$ cat src/rtl/config_shift_loader.sv
// rtl/config_shift_loader.sv - serial-to-parallel configuration frame loader with atomic commit
module config_shift_loader #(
    parameter int LEN = 8
) (
    input  logic           clk_i,
    input  logic           rst_i,
    input  logic           start_i,
    input  logic           bit_in_i,
    input  logic           bit_valid_i,
    output logic           bit_ready_o,
    output logic           busy_o,
    output logic [LEN-1:0] cfg_out_o,
    output logic           done_o,
    output logic           cfg_loaded_o
);

    localparam int CNT_W = $clog2(LEN + 1);
    localparam logic [CNT_W-1:0] LAST_IDX = CNT_W'(LEN - 1);

    typedef enum logic [1:0] {
        IDLE   = 2'd0,
        SHIFT  = 2'd1,
        COMMIT = 2'd2
    } state_t;

    state_t           state_q;
    logic [LEN-1:0]   shreg_q;
    logic [CNT_W-1:0] count_q;
    logic [LEN-1:0]   cfg_q;
    logic             done_q;
    logic             loaded_q;
    logic             busy_q;
    logic             ready_q;

    // Frame FSM: shift accepted bits, then publish the whole frame on a single commit edge.
    // bit_ready/busy are registered alongside the state so they always match it.
    always_ff @(posedge clk_i) begin
        if (rst_i) begin
            state_q  <= IDLE;
            shreg_q  <= '0;
            count_q  <= '0;
            cfg_q    <= '0;
            done_q   <= 1'b0;
            loaded_q <= 1'b0;
            busy_q   <= 1'b0;
            ready_q  <= 1'b0;
        end else begin
            done_q <= 1'b0;
            unique case (state_q)
                IDLE: begin
                    if (start_i) begin
                        state_q <= SHIFT;
                        shreg_q <= '0;
                        count_q <= '0;
                        busy_q  <= 1'b1;
                        ready_q <= 1'b1;
                    end
                end
                SHIFT: begin
                    if (start_i) begin
                        // Restart wins over any bit offered on the same edge, including the last one.
                        shreg_q <= '0;
                        count_q <= '0;
                    end else if (bit_valid_i) begin
                        shreg_q <= {shreg_q[LEN-2:0], bit_in_i};
                        count_q <= count_q + 1'b1;
                        if (count_q == LAST_IDX) begin
                            state_q <= COMMIT;
                            ready_q <= 1'b0;
                        end
                    end
                end
                COMMIT: begin
                    cfg_q    <= shreg_q;
                    done_q   <= 1'b1;
                    loaded_q <= 1'b1;
                    state_q  <= IDLE;
                    busy_q   <= 1'b0;
                    ready_q  <= 1'b0;
                end
                default: begin
                    state_q <= IDLE;
                    busy_q  <= 1'b0;
                    ready_q <= 1'b0;
                end
            endcase
        end
    end

    assign bit_ready_o  = ready_q;
    assign busy_o       = busy_q;
    assign cfg_out_o    = cfg_q;
    assign done_o       = done_q;
    assign cfg_loaded_o = loaded_q;

endmodule

$ cat config.mk
export PLATFORM = sky130hd
export DESIGN_NAME = config_shift_loader
export DESIGN_NICKNAME = d
export VERILOG_FILES = /design/src/rtl/config_shift_loader.sv
export SDC_FILE = /design/constraint.sdc
export NUM_CORES = 1
export LEC_CHECK = 0
export CORE_ASPECT_RATIO = 1.1
export CORE_MARGIN = 4
export CORE_UTILIZATION = 54
export DETAILED_ROUTE_END_ITERATION = 16
export GPL_TIMING_DRIVEN = 0
export PLACE_DENSITY = 0.81
export SETUP_SLACK_MARGIN = 0.02
export SLEW_MARGIN = 10
export SYNTH_ARGS = -nofsm -noshare
export SYNTH_HDL_FRONTEND = slang
export SYNTH_SLANG_ARGS = --single-unit
$ cat constraint.sdc
create_clock -name clk_i -period 2.7 [get_ports clk_i]
set_clock_uncertainty 0.2 [all_clocks]
set_input_delay 0.405 -clock clk_i [delete_from_list [all_inputs] [get_ports clk_i]]
set_output_delay 0.405 -clock clk_i [all_outputs]
set_load 0.005 [all_outputs]
# Word level (Yosys, flattened, before mapping)
# Cells that the tools add are included.
# totals
out_inout_bits	12
word_cells	43
reg_bits	26
input_bits	5
# op_classes
n_reduce_logical	5
eq_ne	8
mux	20
add_sub_neg	1
bitwise_logic	1
# op_table
cell	count
$mux W8	3
$pmux W8 S2	1
$mux W4	3
$mux W2	4
$ne A2 B2 Y1 const B	4
$pmux W4 S2	1
$mux W1	5
$add A4 B1 Y4 const B	1
$eq A4 B3 Y1 const B	1
$pmux W1 S2	2
$pmux W2 S2	1
$reduce_and A4 Y1	1
$ne A3 B3 Y1 const B	1
$reduce_and A3 Y1	1
$eq A2 B1 Y1 const B	1
$eq A2 B2 Y1 const B	1
$logic_not A2 Y1	1
$reduce_and A2 Y1	1
$reduce_bool A2 Y1	1
$not A1 Y1	1

# Logic depth before layout (Yosys ltp)
# depth
word_depth	5
depth_mapped	5
mapped_depth_nobuf	4

# Least setup slack after synthesis
# OpenSTA, ideal clock, no wires.
# synth_path
path_kind	reg-to-reg
from	reg bit_ready_o (netlist name)
to	reg shreg_q[4]
period_less_slack_ns	1.711
n_path_buf	0
arrival_time_ns	1.442
t_required_ns	2.430
path_stages_with_launch	4
setup_time_ns	0.070
setup_slack_ns	0.989
path_cell_list	dfxtp_1 -> or3b_4 -> or4b_1 -> a21oi_1
# synth_lines
item	line_no	text
to (signal assigned)	65	shreg_q <= {shreg_q[LEN-2:0], bit_in_i};
to (decl)	27	logic [LEN-1:0] shreg_q;

# Worst setup path in the final report
# layout_path
from	reg ready_q, in the netlist bit_ready_o
to	out bit_ready_o
# layout_lines
item	line_no	text
from (decl)	33	logic ready_q;
from (signal assigned)	46	ready_q <= 1'b0;
from (signal assigned)	56	ready_q <= 1'b1;
from (signal assigned)	69	ready_q <= 1'b0;
to (decl)	10	output logic bit_ready_o,
# No word-level cell between the ends.

==> metrics.md <==
| Metric | Value |
|---|---|
| Status | `finished, final reports clean` |
| First-pass GRT wire length | `3353 um` |
| Synthesized netlist cell count | `112` |
| TritonCTS buffer count | `3` |
| ANT cells | `0` |
| Util after Layout | `68.32%` |
| Final setup vio count | `0` |
| IO Pins | `17` |
| Routed WL | `between 1500 and 2000 um` |
| Relative slew slack | `60.88%` |
| Worst path buffer plus inverter count | `1` |
| Synth Area per Inst | `8.937 um^2` |
| Setup TNS Final | `0 ns` |
| Area growth syn-to-layout | `20.25%` |
| Die Ht | `53.16 um` |
| Clock Sinks | `25` |
| Final antenna-violating net count | `0` |
| Worst slew pin tran | `0.5868 ns` |
| H-tree Lvls | `1` |
| Max clock buf depth | `2` |
| DP HPWL | `about 1400 um` |
| CP max-delay cell | `clkdlybuf4s50_1` |
| Worst Hold Class | `in2reg` |
| Most common cell in the netlist | `dfxtp_1` |
| Setup crit end kind | `output port` |
| Sequential cell area | `~500 um^2` |
| Mapped cell area | `0.001001 mm^2` |
| DR DRC count | `0` |
| CORE AREA | `0.001762 mm^2` |
| Final Hold Viols | `0` |
| Largest net degree at the start of global routing | `16` |
| CP Launch Type | `flop` |
| Clock latency on the worst-skew pair | `approximately 0.32 ns` |
| Post-synth EDFFs | `0` |
| PortBufs | `15` |
| Vias in the first global route | `763` |
| Final Cycle Share | `73.10%` |
| Sequential-to-total area share from yosys stat | `50.00%` |
| Clock slew at reported path FFs | `0.13 ns` |
| Levels on crit path | `1` |
| Fmax | `0.5066 GHz` |
| Wire per inst | `12.83 um` |
| Register bit count reported by yosys | `25` |
| Reg2reg path depth | `3` |
| Top FF cell, synth | `dfxtp_1` |
| Synth Net Count | `118` |
| Family with the most delay on the worst path | `buffers and inverters` |
| Share of the synthesized area in the top cell type | `50.00%` |
| Setup CP Type | `reg2out` |
| Drt initial violations | `11` |
| Pleak | `around 0.39 nW` |
| Crit path arrival time | `1.37 ns` |
| Die span in x | `49.05 um` |
| CP Data Required Time | `2.10 ns` |
| Worst Hold Slack | `just under 0.1 ns` |
| Fillers | `159` |
| FP Rows | `16` |
| DP Cell Count | `145` |
| TritonRoute pass-1 iters | `4` |
| Top cells by instance count after synthesis | `dfxtp_1, a21oi_1, nand2_1` |
| Initial Utilization | `between 50 and 60%` |
| DIE AREA | `0.002607 mm^2` |
| Cts-stage hold buffer count | `0` |
| Setup WS pre-CTS | `0.4163 ns` |
| Synth area leaders | `dfxtp_1, a21oi_1, nand2_1` |
| Number of buffers added for setup after CTS | `0` |
| Placed instance area | `around 0.0012 mm^2` |
| Worst Hold Depth | `2` |
| RSZ-0062 raised after global routing | `false` |
| Design area | `0.001204 mm^2` |
| Tmin final | `1.974 ns` |
| Final Power | `0.5827 mW` |
| CTS tree | `built` |
| GRT Total Usage | `16.29%` |
| Critical path's largest stage delay | `around 0.56 ns` |
| Vias per inst | `5.510` |
| Final WS setup | `0.7262 ns` |
| Multi-input logic area | `426.7 um^2` |
| CP max FO | `9` |
| Worst-path cell chain | `clkdlybuf4s50_1` |
| Synth Warn # | `0` |
| PD cells | `484.1 mW/mm^2` |
| Max Slew Vio Count | `0` |
| Via count | `821` |
| CTS resizes | `0` |
| Post-layout nets | `138` |
| Post-synthesis cell type count | `25` |
| Yosys top cell by area | `dfxtp_1` |
| Final non-filler cell total | `149` |
| Initial antenna violation count | `0` |
| Max VDD drop | `~0.36 mV` |
| CTS Root Cell | `clkbuf_4` |
| Total grt overflow | `0` |
| Asr flop ratio synth | `0%` |
| Total of max-cap violations | `0` |
| Gpl congestion | `0.7809` |
| Layout cell share with drive strength beyond 1 | `7.634%` |
state kept, by name, indices dropped and copies added (netlist names):
register      cells
state_q           1
shreg_q           8
cfg_out_o         8
cfg_loaded_o      1
done_o            1
bit_ready_o       1
count_q           4
busy_o            1
where the power goes:
part,switching (mW),internal (mW),leakage (nW)
Combinational,0.0190,0.0186,0.177
Clock,0.113,0.0566,0.0139
Sequential,0.00349,0.372,0.202
path summary, 6_finish.rpt:
check	start	to	slack (ns)
min	rst_i	shreg_q[4]$_SDFFE_PP0P_	0.1
max	bit_ready_o$_SDFFE_PP0P_	bit_ready_o	0.73
max reg2reg	bit_ready_o$_SDFFE_PP0P_	shreg_q[4]$_SDFFE_PP0P_	0.84
min reg2reg	cfg_out_o[7]$_SDFFE_PP0P_	cfg_out_o[7]$_SDFFE_PP0P_	0.26
area by class of cell:
class                      count  area share [%]
clock buffer                   3           1.871
tap                           18           1.871
multi-input combinational     77           35.45
buffer                         9           5.821
timing repair buffer          15           12.47
sequential                    25           41.58
inverter                       1          0.3119
clock inverter                 1          0.6237
placed cells by master (no fill, tap or decap), types with 2 or more instances in the layout:
cell type,synthesis,routed
nor3_1,3,3
clkbuf_4,0,3
a211oi_1,2,2
nand2_1,20,20
a21oi_1,22,22
clkbuf_1,4,4
dfxtp_1,25,25
buf_6,3,3
nor2_1,3,3
nand2b_1,2,2
or4b_1,5,5
clkdlybuf4s50_1,0,15
o21ai_1,9,9
kinds of logic after synthesis:
kind of cell	synth area share, %
AND/OR/NAND/NOR	22.25
flip-flops	50.00
AO/OA/AOI/OAI	19.12
adder cells (fa/ha/maj)	1.250
buffers and inverters	7.374
layer usage:
| metal | wire (um) | vias to the layer above | track usage (%) |
|---|---|---|---|
| li1 | - | 437 | - |
| met1 | 925 | 368 | 20.97 |
| met2 | 895 | 14 | 27.17 |
| met3 | 65 | 2 | 1.690 |
| met4 | 25 | 0 | 8.072 |
| met5 | 0 | - | 0 |
Power figures use the tool's default switching activity.
